[src/rtl/reg_bank_8x16.sv]
// reg_bank_8x16: eight 16-bit general-purpose registers, each exposed in
// parallel as a flop output. There are two write sources: a single-cycle
// write-back port, and a byte-serial loader that assembles 16-bit words.
module reg_bank_8x16 (
  input  logic        CLK,
  input  logic        RST_n,
  input  logic        CLR,
  input  logic        WE,
  input  logic [2:0]  WA,
  input  logic [15:0] WD,
  input  logic        BL_V,
  input  logic [2:0]  BL_A,
  input  logic [7:0]  BL_D,
  output logic        BL_RDY,
  output logic        BL_DONE,
  output logic [15:0] R0,
  output logic [15:0] R1,
  output logic [15:0] R2,
  output logic [15:0] R3,
  output logic [15:0] R4,
  output logic [15:0] R5,
  output logic [15:0] R6,
  output logic [15:0] R7
);

  typedef enum logic [1:0] {
    LO     = 2'd0,
    HI     = 2'd1,
    COMMIT = 2'd2
  } ld_state_t;

  ld_state_t   state;
  ld_state_t   state_nxt;
  logic [2:0]  addr;
  logic [7:0]  lo;
  logic [7:0]  hi;
  logic        bl_done;
  logic [15:0] regs [8];

  logic accept;
  logic commit_go;

  // A byte is taken only when the loader is ready. BL_RDY decodes the state
  // register alone, so it never depends on BL_V.
  assign BL_RDY    = (state != COMMIT);
  assign accept    = BL_V && BL_RDY;
  // Write-back to the same address always wins, so the commit stalls.
  assign commit_go = (state == COMMIT) && !(WE && (WA == addr));

  assign BL_DONE = bl_done;
  assign R0 = regs[0];
  assign R1 = regs[1];
  assign R2 = regs[2];
  assign R3 = regs[3];
  assign R4 = regs[4];
  assign R5 = regs[5];
  assign R6 = regs[6];
  assign R7 = regs[7];

  // Loader next-state logic; CLR returns the loader to LO.
  always_comb begin
    state_nxt = state;
    case (state)
      LO:      if (accept) state_nxt = HI;
      HI:      if (accept) state_nxt = COMMIT;
      COMMIT:  if (commit_go) state_nxt = LO;
      default: state_nxt = LO;
    endcase
    if (CLR) state_nxt = LO;
  end

  // Loader state register.
  always_ff @(posedge CLK or negedge RST_n) begin
    if (!RST_n) state <= LO;
    else        state <= state_nxt;
  end

  // Latch the target address and low byte in LO, and the high byte in HI.
  always_ff @(posedge CLK or negedge RST_n) begin
    if (!RST_n) begin
      addr <= '0;
      lo   <= '0;
      hi   <= '0;
    end else if (CLR) begin
      addr <= '0;
      lo   <= '0;
      hi   <= '0;
    end else if (accept && (state == LO)) begin
      addr <= BL_A;
      lo   <= BL_D;
    end else if (accept && (state == HI)) begin
      hi <= BL_D;
    end
  end

  // Completion pulse, one cycle after the commit edge.
  always_ff @(posedge CLK or negedge RST_n) begin
    if (!RST_n) bl_done <= 1'b0;
    else        bl_done <= commit_go && !CLR;
  end

  // Register array. Write-back and commit may hit different registers on the
  // same edge. A commit to WA cannot occur, because commit_go excludes it.
  always_ff @(posedge CLK or negedge RST_n) begin
    if (!RST_n) begin
      for (int unsigned i = 0; i < 8; i++) regs[i] <= '0;
    end else if (CLR) begin
      for (int unsigned i = 0; i < 8; i++) regs[i] <= '0;
    end else begin
      if (WE)        regs[WA]   <= WD;
      if (commit_go) regs[addr] <= {hi, lo};
    end
  end

endmodule
[config.mk]
export PLATFORM = sky130hd
export DESIGN_NAME = reg_bank_8x16
export DESIGN_NICKNAME = d
export VERILOG_FILES = /design/src/rtl/reg_bank_8x16.sv
export SDC_FILE = /design/constraint.sdc
export NUM_CORES = 1
export LEC_CHECK = 0
export ABC_AREA = 1
export BUFFER_PORTS_ARGS = -buffer_cell sky130_fd_sc_hd__clkbuf_2
export CAP_MARGIN = 25
export CORE_MARGIN = 5
export CORE_UTILIZATION = 50
export DETAILED_ROUTE_END_ITERATION = 16
export GPL_TIMING_DRIVEN = 0
export PLACE_DENSITY = 0.68
export SLEW_MARGIN = 25
export SYNTH_ARGS = -nofsm -noshare
export SYNTH_HDL_FRONTEND = slang
export SYNTH_SLANG_ARGS = --single-unit
[constraint.sdc]
create_clock -name CLK -period 1.87 [get_ports CLK]
set_input_delay 0.0935 -clock CLK [delete_from_list [all_inputs] [get_ports CLK]]
set_output_delay 0.0935 -clock CLK [all_outputs]
set_load 0.05 [all_outputs]
======== Word-level counts from Yosys, hierarchy flattened ========
Cells that the tools add are included.
operators by class
  bitwise gates (word level) .............. 2
  equal/unequal tests ..................... 8
  reductions and logical operators ........ 15
  $lt $le $gt $ge ......................... 4
  mux-type cells .......................... 22
operators by type and width
  cell                number
  $mux 128            4
  $bwmux 128          2
  $demux 16 s3        2
  $mux 8              5
  $mux 16             2
  $ne 3x3->1 const B  3
  $ge 4x4->1 const B  2
  $logic_and 1x1->1   8
  $lt 4x1->1 const B  2
  $mux 2              4
  $not 3->4           2
  $mux 3              2
  $pmux 2 s3          1
  $ne 2x2->1 const B  2
  $reduce_bool 2->1   2
  $eq 3x3->1          1
  $reduce_and 3->1    1
  $eq 2x1->1 const B  1
  $eq 2x2->1 const B  1
  $logic_not 1->1     2
  $logic_not 2->1     1
  $reduce_and 2->1    1
word-level totals
  input bits .............................. 35
  output and inout port bits .............. 130
  bits in registers ....................... 150

======== Logic depth before layout (Yosys ltp) ========
Gate-level depths: netlist of the first run.
  word-level depth ........................ 11
  mapped depth ............................ 11

======== Least setup slack after synthesis of the first run ========
No wires, ideal clock.
  path type ............................... register to register
  from .................................... reg state[0]
  to ...................................... reg regs, in the netlist R3[14]
  path slack .............................. 267 ps
  arrival time ............................ 1,472 ps
  data required time ...................... 1,738 ps
  path buffers ............................ 2
  cell stages (with the launch flop) ...... 9
  cells stage by stage .................... dfrtp_1 -> nor2_1 -> inv_1 -> nor2_1 -> buf_2 -> buf_2 -> nand2_1 -> nand2_1 -> nor2_1
on the way
  word-level cells in the longest chain between the ends .. 4
RTL lines
  item                             line  RTL
  from (decl)                      32    ld_state_t state;
  from (signal assigned)           75    else state <= state_nxt;
  $eq 2x2->1                       48    assign commit_go = (state == COMMIT) && !(WE && (WA == addr));
  $logic_and 1x1->1                48
  $mux 128                         111   if (commit_go) regs[addr] <= {hi, lo};
  $mux 128                         107   end else if (CLR) begin
  to (signal, indexed assignment)  111
  to (decl)                        38    logic [15:0] regs [8];
Every way passes these cells.
A chain may end at the register's enable or synchronous reset.

======== Worst setup path after layout of the first run ========
  from .................................... reg addr[2]
  to ...................................... reg regs, in the netlist R5[15]
on the way
  word-level cells in the longest chain between the ends .. 8
  elaborated cells between the ends (all ways) .. 13
  classes of those cells .................. order compare: 2; eq/ne: 1; mux: 5; bitwise: 1; reduce/logical: 4
RTL lines
  item                                                                   line  RTL
  from (decl)                                                            34    logic [2:0] addr;
  from (signal assigned)                                                 81    addr <= '0;
  from (signal assigned)                                                 85    addr <= '0;
  from (signal assigned)                                                 89    addr <= BL_A;
  $not 3->4 (not written as such)                                        111
  $ge 4x4->1 (not written as such) / $lt 4x1->1 (equally long branches)  111
  $logic_and 1x1->1 (not written as such)                                111
  $mux 16 (not written as such)                                          111
  $demux 16 s3                                                           111
  $bwmux 128                                                             111
  $mux 128 (*)                                                           111
  $mux 128 (*)                                                           107
Mark *: on every way between the ends. The rest lies on a longest branch, timed or not.

==> results of run 1 <==
==> cell type report <==
type	count	area, um2	share of cell area (%)
clock buffer	20	446.7	3.617
multi-input combinational	1354	5515	44.66
sequential	150	3754	30.39
timing repair buffer	163	917.1	7.426
inverter	156	591.8	4.792
buffer	105	588.1	4.761
clock inverter	11	197.7	1.601
tap	270	337.8	2.735
antenna	1	2.502	0.02026
==> kinds of logic after synthesis <==
kind of cell,after synthesis,share of synthesized area (%)
AOI/OAI and AO/OA,22,1.284
DFF,150,36.35
and+or+nand+nor,1332,51.94
buffers and inverters,264,10.43
==> Yosys cell counts, drive strengths merged <==
library cell	count
clkinv	18
o22ai	16
inv	138
buf	53
and2	16
nand2	925
a21oi	1
nor2	143
nand4	1
clkbuf	55
o31ai	1
nand3	247
o21ai	4
dfrtp	150
==> routing by layer <==
metal	track usage (%)	up-vias	wire [um]	share of wire (%)
met5	0	-	0	0
met4	18.25	0	2403	6.0
met3	6.858	137	4334	11
met2	51.14	707	17360	43
met1	44.31	5579	16070	40
li1	-	5749	-	-
==> power by group through the flow <==
stage	sequential [uW]	clock (uW)	combinational, uW
final	3530	3890	2560
after global routing	3540	4040	2810
after CTS	3520	3900	2500
after detailed placement	3580	0	2460
after global placement	3580	0	2410
after floorplan	4060	0	1250
==> worst max-delay path, delay by kind of cell (launching register included) <==
family                 cells  cell delay (ns)
AND/OR/NAND/NOR            7             0.73
buffers and inverters      3             0.56
flip-flops                 1             0.42
==> sequential cells by signal (all words and copies together) (netlist names) <==
signal,count
state,2
BL_DONE,1
R6,16
R7,16
R4,16
R1,16
addr,3
hi,8
R3,16
R5,16
R2,16
lo,8
R0,16
==> final timing paths <==
| path | endpoint | slack (ns) | cells past startpoint |
|---|---|---|---|
| min in group asynchronous | R7[12] | 0.23 | 2 |
| worst max register to register | R5[15] | 0.04 | 10 |
| worst min-delay path | state[1] | 0.15 | 4 |
| worst max-delay path | R5[15] | 0.04 | 10 |
| max in group asynchronous | R2[10] | 0.82 | 3 |
| worst min register to register | state[0] | 0.58 | 3 |
==> stage by stage <==
step                      util [%]  total power (uW)  worst slack [ns]
after floorplan                  -              5313            0.2666
after global placement       56.16              5990            -2.054
after detailed placement     56.34              6039           -0.1656
after CTS                    60.31              9930         -0.007630
after global routing         60.84             10390          -0.06924
final                        60.84              9977           0.03576
==> timing repair <==
action | 4_1_cts | 5_1_grt
hold buffers | 13 | 0
pin swaps | 0 | 1
setup endpoints to repair | 113 | 123
resized for setup | 15 | 55
setup buffers | 0 | 2
hold endpoints to repair | 92 | 0
==> flow_summary.json, run 1 <==
{
  "instances_no_fill": 2230,
  "start_kind": "flop",
  "yosysTopAreaCellShare_pct": 36.35,
  "whs_ns": 0.1526,
  "max_freq_mhz": 545.2,
  "crit_path_start": "addr[2]",
  "numCtsBuffers": 17,
  "final_cell_area_um2": 12350,
  "pwr-share-seq_pct": 35.4,
  "fp-row-count": 52,
  "routed_wl_mm": 40.17,
  "io_buffers": 147,
  "power.density_nw_per_um2": 807.8,
  "nNetsFinal": 1982,
  "synth.distinct_cells": 19,
  "dp.cells": 2186,
  "drt-wirelength-per-cell_um": 18.01,
  "switching_power_uw": 3486,
  "grt_max_degree": 79,
  "finalHoldViolations": 0,
  "fillers": 2088,
  "synth_nets": 1803,
  "fp.dieW_um": 153.7,
  "cts_tree": "done",
  "worst_ir_drop_vdd_mv": 0.7055,
  "combPwrFrac_pct": 25.7,
  "grt.overflow.total": 0,
  "cts-root-buf": "clkbuf_16",
  "cp-end-kind": "flop",
  "via_per_inst": 5.458,
  "layout_commonest_cell": "nand2_1",
  "r2r_start": "addr[2]",
  "synth.avg_cell_area_um2": 5.841,
  "power.share.clock_pct": 39.0,
  "drc": 0,
  "place_area_um2": 11440,
  "swShare_pct": 34.94,
  "fp.dieArea_um2": 23630,
  "required_ns": 2.17,
  "cp_max_fo": 10,
  "crit_path_cell_trace": "inv_1 -> nor2_1 -> nand2_1 -> inv_2 -> buf_2 -> nand2_1 -> nand2_1 -> nand2_1 -> nand2_1 -> nor2_1",
  "min_from": "CLR",
  "worst_pin_slew_ns": 0.8558,
  "via_count": 12170,
  "area_growth_pct": 19.59,
  "min_period_ns": 1.834,
  "gp_congestion": 0.9018,
  "critical_path_class": "reg -> reg",
  "internal_power_uw": 6491,
  "ys_seq_area_share_pct": 36.35,
  "synth_area_um2": 10330,
  "power.leakage_uw": 0.007297,
  "first_global_vias": 11190,
  "min_path_type": "in -> reg",
  "setup_viol": 0,
  "synthTopCellsByArea": "dfrtp_1, nand2_1, nand3_1",
  "fin_setup_tns_ns": 0,
  "final_cell_mix": "nand2_1, nand3_1, clkbuf_2",
  "drive_gt1_share_pct": 13.83,
  "ys_seq_elements": 150,
  "max_stage_delay_ns": 0.42,
  "grt_usage_pct": 33.36,
  "ys_warn_count": 0,
  "drt.antenna.violating_nets": 0,
  "initial_utilization_pct": 50.88,
  "slowest_stage": "dfrtp_1",
  "status": "finished clean",
  "synth_area_leader_cell": "dfrtp_1",
  "clk_pin_slew_worst_paths_ns": 0.06,
  "max-cap-violations": 0,
  "cp.arrival_ns": 2.13,
  "hpwlAfterDp_mm": 26.18,
  "slew_viol_final": 0,
  "clock-sinks": 150,
  "timing.final.crit_share_pct": 98.09,
  "die_height_um": 153.7,
  "htreeDepth": 4,
  "slew_headroom_pct": 42.95,
  "grt_pass1_wl_mm": 62.10,
  "drt_iter0_drc": 1376,
  "ios": 165,
  "grt_antenna_before_repair": 1,
  "clk_latency_ns": 0.44,
  "crit_top_cell": "nand2_1",
  "clk_path_buf_depth": 2,
  "core_um2": 20300,
  "drt_pass1_iterations": 6,
  "synth_cells": 1768,
  "rsz0062_at_grt": "true",
  "clock_skew_ns": 0.008577
}
(Power assumes the default switching activity.)
==> run 2: changes to the inputs <==
Settings changed: CORE_MARGIN 5 to unset.
==> flow_summary.json, run 2 (synthesis gave the netlist of run 1 again) <==
{
  "status": "finished clean",
  "drt_pass1_iterations": 6,
  "crit_path_start": "addr[0]",
  "max_freq_mhz": 567.6,
  "finalHoldViolations": 0,
  "clk_latency_ns": 0.44,
  "slew_headroom_pct": 44.64,
  "initial_utilization_pct": 51.04,
  "r2r_cells": 11,
  "cts-root-buf": "clkbuf_16",
  "required_ns": 2.16,
  "max-cap-violations": 0,
  "cpLargestDelayFamily": "simple AND/OR/NAND/NOR gates",
  "n_antenna_cell": 0,
  "fp.dieW_um": 145.7,
  "cp.arrival_ns": 2.05,
  "clk_pin_slew_worst_paths_ns": 0.06,
  "crit_end": "R0[11]",
  "cp_num_buf_inv": 4,
  "crit_path_cell_trace": "buf_6 -> inv_8 -> nand2_1 -> nand3_2 -> nor2_1 -> nor2_2 -> buf_6 -> buf_8 -> nand2_1 -> nand2_1 -> nor2_1",
  "drt.antenna.violating_nets": 0,
  "slowest_stage": "dfrtp_1",
  "final_cell_mix": "nand2_1, nand3_1, clkbuf_2",
  "r2r_end": "R0[11]",
  "area_growth_pct": 19.93,
  "via_per_inst": 5.424,
  "nNetsFinal": 1982,
  "r2r_start": "addr[0]",
  "routed_wl_mm": 39.30,
  "regArea_um2": 3754,
  "power.density_nw_per_um2": 786.5,
  "r2r_slack_ns": 0.11,
  "hpwlAfterDp_mm": 25.58,
  "fillers": 2001,
  "power_uw": 9741,
  "fp-row-count": 52,
  "rsz0062_at_grt": "false",
  "io_buffers": 147,
  "setup_ws_ns": 0.1082,
  "min_path_type": "in -> async",
  "core_um2": 20230,
  "drc": 0,
  "die_height_um": 145.7,
  "first_global_vias": 10830,
  "drive_gt1_share_pct": 14.14,
  "grt_usage_pct": 37.43,
  "gp_congestion": 0.8928,
  "grt_antenna_before_repair": 0,
  "timing.final.crit_share_pct": 94.21,
  "start_kind": "flop",
  "numCtsBuffers": 17,
  "crit_top_cell": "nand2_1",
  "min_period_ns": 1.762,
  "layout_commonest_cell": "nand2_1",
  "grt_max_degree": 63,
  "via_count": 12090,
  "critical_path_class": "reg -> reg",
  "cp_max_fo": 10,
  "worst_ir_drop_vdd_mv": 0.6353,
  "htreeDepth": 4,
  "clk_path_buf_depth": 2,
  "setup_viol": 0,
  "cp.depth": 11,
  "power.leakage_uw": 0.007295,
  "dpl_worst_slack_ns": -0.1728,
  "worst_pin_slew_ns": 0.8305,
  "drt_iter0_drc": 1297,
  "cts_tree": "done",
  "drt-wirelength-per-cell_um": 17.63,
  "max_stage_delay_ns": 0.37,
  "clock_skew_ns": 0.007125,
  "grt.overflow.total": 0,
  "cp-end-kind": "flop",
  "slew_viol_final": 0,
  "multi_input_area_um2": 5533,
  "ios": 165,
  "grt_pass1_wl_mm": 60.80,
  "fp.dieArea_um2": 21230,
  "clock-sinks": 150
}
run 2: routing by layer:
metal	track usage, %	part of all wire, %	vias to the layer above
met3	7.837	11	128
li1	-	-	5751
met5	0	0	-
met2	56.60	44	676
met4	19.74	5.4	0
met1	50.48	40	5536
run 2: worst min-delay path by stage:
| stage | slack [ns] | cells past startpoint | endpoint | start |
|---|---|---|---|---|
| final | 0.14 | 2 | R7[11] | RST_n |
| after global routing | 0.19 | 2 | R7[11] | RST_n |
| after CTS | 0.15 | 2 | R7[11] | RST_n |
| after detailed placement | 0.04 | 1 | R7[11] | RST_n |
| after global placement | 0.34 | 2 | state[0] | BL_V |
| after floorplan | -0.20 | 0 | BL_DONE | RST_n |
run 2: repair_timing:
item | CTS | global route
gates cloned | 0 | 1
hold buffers | 13 | 0
endpoints found under the setup margin | 75 | 123
pin swaps | 0 | 3
endpoints found under the hold margin | 170 | 0
buffers inserted | 0 | 3
resized for setup | 6 | 87
run 2: cell type report:
class / count / share of cell area, %
clock inverters: 7 / 0.9698
clock buffers: 24 / 3.889
plain buffers: 102 / 4.809
inverters: 156 / 4.849
repair buffers: 166 / 7.779
well taps: 270 / 2.728
flip-flops and latches: 150 / 30.31
multi-input cells: 1354 / 44.67
run 2: through the flow:
step	instances	setup TNS, ns	hold WS [ns]	cell area (um2)	utilization, %
finish	2229	0	0.1373	12390	61.21
global route	2229	0	0.1887	12390	61.21
CTS	2229	0	0.1513	12200	60.31
detailed placement	2187	-2.495	0.04414	11460	56.66
global placement	2185	-309.73	0.3401	11400	56.34
floorplan	1768	0	-0.2021	10330	-
run 2: where the power goes:
group | switching, uW | internal [uW] | total (uW)
sequential | 114 | 3410 | 3530
clock | 1430 | 2200 | 3640
combinational | 1900 | 681 | 2580
